**src/rtl/delay_line_scheduler.sv**
```systemverilog
// Sequencer for the SGM line-buffer delay-line chain: CE/reset, end-of-frame drain, window centre.
// Build option DELAY_LINE_SCHEDULER_BORDER_EN enables the win_border edge flag.
module delay_line_scheduler #(
  parameter int IMG_WIDTH  = 640,
  parameter int IMG_HEIGHT = 480,
  parameter int WIN_ROWS   = 3,
  parameter int WIN_COLS   = 3
) (
  input  logic                          clk,
  input  logic                          rst,
  input  logic                          in_valid,
  input  logic                          in_sof,
  output logic                          in_ready,
  output logic                          dl_ce,
  output logic                          dl_rst,
  output logic                          pad_sel,
  output logic                          win_valid,
  output logic [$clog2(IMG_WIDTH)-1:0]  win_x,
  output logic [$clog2(IMG_HEIGHT)-1:0] win_y,
  output logic                          win_border,
  output logic                          frame_done,
  output logic                          sof_err
);

  localparam int HALF_R    = (WIN_ROWS - 1) / 2;
  localparam int HALF_C    = (WIN_COLS - 1) / 2;
  localparam int FLUSH_LEN = HALF_R * IMG_WIDTH + HALF_C;
  localparam int NPIX      = IMG_WIDTH * IMG_HEIGHT;

  localparam int XW = $clog2(IMG_WIDTH);
  localparam int YW = $clog2(IMG_HEIGHT);
  localparam int PW = $clog2(NPIX);
  localparam int FW = $clog2(FLUSH_LEN + 1);

  localparam logic [1:0] S_IDLE  = 2'd0;
  localparam logic [1:0] S_RUN   = 2'd1;
  localparam logic [1:0] S_FLUSH = 2'd2;

  localparam logic [PW-1:0] POS_LAST = PW'(NPIX - 1);
  localparam logic [PW-1:0] POS_ONE  = PW'(1);
  localparam logic [FW-1:0] FL_LAST  = FW'(FLUSH_LEN - 1);
  localparam logic [FW-1:0] FL_FULL  = FW'(FLUSH_LEN);
  localparam logic [FW-1:0] FL_ONE   = FW'(1);
  localparam logic [XW-1:0] X_LAST   = XW'(IMG_WIDTH - 1);
  localparam logic [YW-1:0] Y_LAST   = YW'(IMG_HEIGHT - 1);

  logic [1:0]    state_q, state_d;
  logic [PW-1:0] pos_q, pos_d;
  logic [FW-1:0] flcnt_q, flcnt_d;
  logic [FW-1:0] fill_q, fill_d;
  logic [XW-1:0] cx_q, cx_d;
  logic [YW-1:0] cy_q, cy_d;

  logic          win_valid_q;
  logic [XW-1:0] win_x_q;
  logic [YW-1:0] win_y_q;
  logic          win_border_q;
  logic          frame_done_q;

  logic ready, ce, pad, sof_acc, restart, adv, border_d;

  always_comb begin
    state_d = state_q;
    pos_d   = pos_q;
    flcnt_d = flcnt_q;
    fill_d  = fill_q;
    cx_d    = cx_q;
    cy_d    = cy_q;
    ready   = 1'b0;
    ce      = 1'b0;
    pad     = 1'b0;
    sof_acc = 1'b0;
    restart = 1'b0;
    adv     = 1'b0;

    unique case (state_q)
      S_IDLE: begin
        ready = 1'b1;
        if (in_valid && in_sof) begin
          ce      = 1'b1;
          sof_acc = 1'b1;
          state_d = S_RUN;
        end
      end
      S_RUN: begin
        ready = 1'b1;
        ce    = in_valid;
        if (in_valid && in_sof) begin
          sof_acc = 1'b1;
          restart = 1'b1;
        end else if (in_valid) begin
          if (pos_q == POS_LAST) begin
            pos_d   = '0;
            state_d = S_FLUSH;
          end else begin
            pos_d = pos_q + 1'b1;
          end
        end
      end
      S_FLUSH: begin
        ce  = 1'b1;
        pad = 1'b1;
        if (flcnt_q == FL_LAST) begin
          flcnt_d = '0;
          state_d = S_IDLE;
        end else begin
          flcnt_d = flcnt_q + 1'b1;
        end
      end
      default: state_d = S_IDLE;
    endcase

    // fill_q saturates once the chain holds enough data for a full window
    adv = ce && !sof_acc && (fill_q == FL_FULL);

    if (sof_acc) begin
      pos_d  = POS_ONE;
      fill_d = FL_ONE;
      cx_d   = '0;
      cy_d   = '0;
    end else if (ce && !adv) begin
      fill_d = fill_q + 1'b1;
    end

    if (adv) begin
      if (cx_q == X_LAST) begin
        cx_d = '0;
        cy_d = (cy_q == Y_LAST) ? '0 : cy_q + 1'b1;
      end else begin
        cx_d = cx_q + 1'b1;
      end
    end
  end

`ifdef DELAY_LINE_SCHEDULER_BORDER_EN
  localparam logic [XW-1:0] X_LO = XW'(HALF_C);
  localparam logic [XW-1:0] X_HI = XW'(IMG_WIDTH - HALF_C);
  localparam logic [YW-1:0] Y_LO = YW'(HALF_R);
  localparam logic [YW-1:0] Y_HI = YW'(IMG_HEIGHT - HALF_R);

  assign border_d = (cx_q < X_LO) || (cx_q >= X_HI) ||
                    (cy_q < Y_LO) || (cy_q >= Y_HI);
`else
  assign border_d = 1'b0;
`endif

  always_ff @(posedge clk) begin
    if (rst) begin
      state_q      <= S_IDLE;
      pos_q        <= '0;
      flcnt_q      <= '0;
      fill_q       <= '0;
      cx_q         <= '0;
      cy_q         <= '0;
      win_valid_q  <= 1'b0;
      win_x_q      <= '0;
      win_y_q      <= '0;
      win_border_q <= 1'b0;
      frame_done_q <= 1'b0;
    end else begin
      state_q      <= state_d;
      pos_q        <= pos_d;
      flcnt_q      <= flcnt_d;
      fill_q       <= fill_d;
      cx_q         <= cx_d;
      cy_q         <= cy_d;
      win_valid_q  <= adv;
      win_border_q <= adv && border_d;
      frame_done_q <= adv && (cx_q == X_LAST) && (cy_q == Y_LAST);
      if (adv) begin
        win_x_q <= cx_q;
        win_y_q <= cy_q;
      end
    end
  end

  assign in_ready   = !rst && ready;
  assign dl_ce      = !rst && ce;
  assign pad_sel    = !rst && pad;
  assign dl_rst     = rst || sof_acc;
  assign sof_err    = !rst && restart;
  assign win_valid  = win_valid_q;
  assign win_x      = win_x_q;
  assign win_y      = win_y_q;
  assign win_border = win_border_q;
  assign frame_done = frame_done_q;

endmodule

```
**config.mk**
```make
export PLATFORM = sky130hd
export DESIGN_NAME = delay_line_scheduler
export DESIGN_NICKNAME = d
export VERILOG_FILES = /design/src/rtl/delay_line_scheduler.sv
export SDC_FILE = /design/constraint.sdc
export NUM_CORES = 1
export LEC_CHECK = 0
export ABC_AREA = 0
export BUFFER_PORTS_ARGS = -buffer_cell sky130_fd_sc_hd__buf_2
export CAP_MARGIN = 40
export CELL_PAD_IN_SITES_DETAIL_PLACEMENT = 1
export CELL_PAD_IN_SITES_GLOBAL_PLACEMENT = 2
export CORE_UTILIZATION = 32
export DETAILED_ROUTE_END_ITERATION = 8
export HOLD_SLACK_MARGIN = 0.05
export PLACE_DENSITY_LB_ADDON = 0.1
export SLEW_MARGIN = 10
export SYNTH_ARGS = -nofsm -noshare
export SYNTH_HDL_FRONTEND = slang
export SYNTH_SLANG_ARGS = --single-unit
```
**constraint.sdc**
```tcl
create_clock -name clk -period 1.9 [get_ports clk]
set_input_delay 0.095 -clock clk [delete_from_list [all_inputs] [get_ports clk]]
set_output_delay 0.095 -clock clk [all_outputs]
set_load 0.01 [all_outputs]
```
==> impl_results.md <==
- Fin cells: 659
- Clock root buffer master: clkbuf_16
- Post-synth EDFFs: 0
- CP Capture Type: output pin
- Final nets: 526
- CTS buffer count: 9
- H-tree depth: 3
- DIE AREA: 12,000 sq um
- Pin count of the biggest net entering global routing: 28
- Max-slew violations: 0
- DR vias: 3,327
- Simple-gate area share of the yosys netlist: 32.6%
- Maximum vdd drop: 0.000396 V
- Mean routed wirelength per cell: 14.8 microns
- Synth warn: 0
- Fillers: 1,353
- Top post-synthesis cells by area: dfxtp_1 44%, nand2_1 7.9%, xor2_1 6.9%
- Mux contribution to synthesized area: 0%
- Starting Density: 33.5%
- Chip height: 109 microns
- Asr flop ratio synth: 0%
- Core region area: 11,000 sq um
- Hold crit path type: in2reg
- Buffers on Ports: 29
- First-pass GRT wire length: 16,300 microns
- Synthesized area: 3690 sq um
- Top_reg_cell synth: dfxtp_1
- Via-to-Cell Ratio: 5.05
- Avg Inst Size Synth: 8.10 sq um
- CTS clock-pin slew for the worst setup and hold paths: 0.06 ns
- Syn Inst Count: 456
- LEAKAGE: 1.73 nW
- Max cap viols: 0
- # IOs: 31
- Crit Path Category: reg2out
- # DRC: 0
- FF+latch area: 1630 sq um
- Number of synthesized register bits: 81
- Clk sink count: 81
- Seq/Total Area, Yosys: 43.9%
- Drt pass-1 iters: 4
- Post-Synth XOR/XNOR Area: 8.30%
- Critical Path Start Type: register
- Arrival time of the worst setup path: 1.68 ns
- Antenna Cells: 0
- Horiz. Die Dim: 109 microns
- Synthesized Nets: 467
- Worst path required time: 1.80 ns
- Post-synth top area share: 43.9%
- Largest family of logic cells by synthesized area: simple AND/OR/NAND/NOR gates
- Unique cell type count in the Yosys netlist: 47
- Initial DRC count: 78
- P&R area growth vs syn: 23.7%
- Max Fclk: 563 MHz
- Worst skew pair latency: 0.34 ns
- Initial antenna violation count: 0
- Synth Area in Compound Gates: 9.45%
- GRT Resource Usage Total: 18.0%
- Hold_ws: 0.0925 ns
- Vias in the first global route: 3,333
- Core Util, Final: 41.4%
- # placed instances: 642
- Post-DP HPWL: 7100 microns
- Adder-Cell Fraction of Synth Area: 2.37%
- Cell taking the most area after synthesis: dfxtp_1
- Row count: 38
- Total global routing overflow: 0
- Setup Skew: 0.00612 ns
- Final wirelength: 9750 microns
- Final worst-path cycle share: 93.6%
- Final setup fails: 0
- Routability congestion estimate: 0.761
- CTS tree: yes
- Share of layout cells above drive strength 1: 18.7%
- Power density cells: 788 nW/um^2
- Post-route ant nets: 0
- Bufs on Longest Clock Path: 2
- Crit path max fanout: 12
- Outcome: finished clean
- Multi-input combinational cell area: 2000 sq um
- Tmin final: 1.78 ns
- Final Hold Vio Count: 0
-- cells by family (layout without fill, tap and decap cells) --
logic type	after synthesis	count (layout)
compound gates	62	62
xor+xnor	35	35
fa+ha+maj	7	7
buf+inv	30	93
flops	81	81
other cells	1	1
simple gates	240	240
-- metrics by stage --
step           total power, W  TNS, ns  area, sq um  setup WS (ns)
5_1_grt               0.00374  -0.0135         4570        -0.0107
6_report              0.00360        0         4570          0.122
3_5_place_dp          0.00188        0         4230         0.0512
2_1_floorplan         0.00183        0         3720         0.0426
4_1_cts               0.00366        0         4540         0.0112
3_3_place_gp          0.00188        0         4230          0.122
-- state kept, by name (all words and copies together), names as in the netlist, 2 cells and up --
signal / cells
win_y: 9
cx_q: 10
state_q: 2
cy_q: 9
fill_q: 10
pos_q: 19
flcnt_q: 10
win_x: 10
-- layout by cell type, fill, tap and decap left out, types with 2 or more instances in the layout --
cell	Yosys	layout
xnor2_1	6	6
xor2_1	29	29
inv_1	10	10
nand2_2	0	2
nand2_1	78	76
a31oi_1	4	4
a41o_1	2	2
o211ai_1	4	4
clkbuf_16	0	9
nor2_1	55	55
or4_1	2	2
buf_2	3	29
and4_1	6	5
nand3b_1	6	6
or3_1	2	2
nor3_1	8	8
nor4bb_1	2	2
nor2b_1	4	4
ha_1	7	6
buf_4	1	37
nand4b_1	2	2
clkinv_2	0	2
a21boi_0	2	2
nor4_1	6	5
dfxtp_1	81	78
nand2b_1	2	2
nand4_1	18	18
o21ai_0	10	10
and2_1	3	3
nand3_1	30	30
dfxtp_2	0	3
and3_1	6	6
a21oi_1	34	34
clkbuf_8	0	2
-- where the power goes --
group          switching (W)  leakage, nW  total, W  internal [W]
sequential        0.00000767        0.654   0.00171       0.00171
combinational      0.0000908        0.929  0.000136     0.0000449
clock               0.000675        0.148   0.00175       0.00108
-- layout make-up --
| class | count | area share, % |
|---|---|---|
| well taps | 140 | 3.83 |
| clock buffers | 12 | 5.61 |
| clock inverters | 3 | 0.876 |
| repair buffers | 67 | 9.47 |
| multi-input cells | 345 | 43.7 |
| inverters | 11 | 0.904 |
| flip-flops and latches | 81 | 35.6 |
-- critical path, cell delays in order (launching register included) --
cell	delay, ns
dfxtp_1	0.42
nand3b_1	0.22
buf_4	0.24
nand2_2	0.13
buf_4	0.20
buf_2	0.14
-- cell usage after synthesis, types with 6 or more instances --
cell type  count
a21oi_1       34
and3_1         6
and4_1         6
clkbuf_1      14
dfxtp_1       81
ha_1           7
inv_1         10
nand2_1       78
nand3_1       30
nand3b_1       6
nand4_1       18
nor2_1        55
nor3_1         8
nor4_1         6
o21ai_0       10
xnor2_1        6
xor2_1        29
-- what timing repair did --
action                                  in CTS  in global routing
buffers inserted                             0                  1
hold buffers                                 1                  0
resized for setup                            0                  9
endpoints found under the setup margin       0                 34
endpoints found under the hold margin        1                  0
-- metal layers --
layer | GRT usage [%] | part of all wire [%] | vias up
met4 | 7.43 | 1.8 | 0
met1 | 21.5 | 47 | 1593
met5 | 0 | 0 | -
li1 | - | - | 1694
met3 | 3.44 | 2.4 | 13
met2 | 31.5 | 49 | 27
-- worst paths after layout --
check / to / depth (start not counted) / start / slack, ns
worst max-delay path: dl_rst / 5 / state_q[1]$_SDFFE_PP0P_ / 0.12
worst min-delay path: state_q[0]$_SDFFE_PP0P_ / 3 / in_valid / 0.09
worst max register to register: cy_q[7]$_SDFF_PP0_ / 7 / fill_q[1]$_SDFFE_PP0P_ / 0.13
worst min register to register: win_x[0]$_SDFFE_PP0P_ / 2 / win_x[0]$_SDFFE_PP0P_ / 0.45
Note: power is estimated with default switching activity, not from simulation.
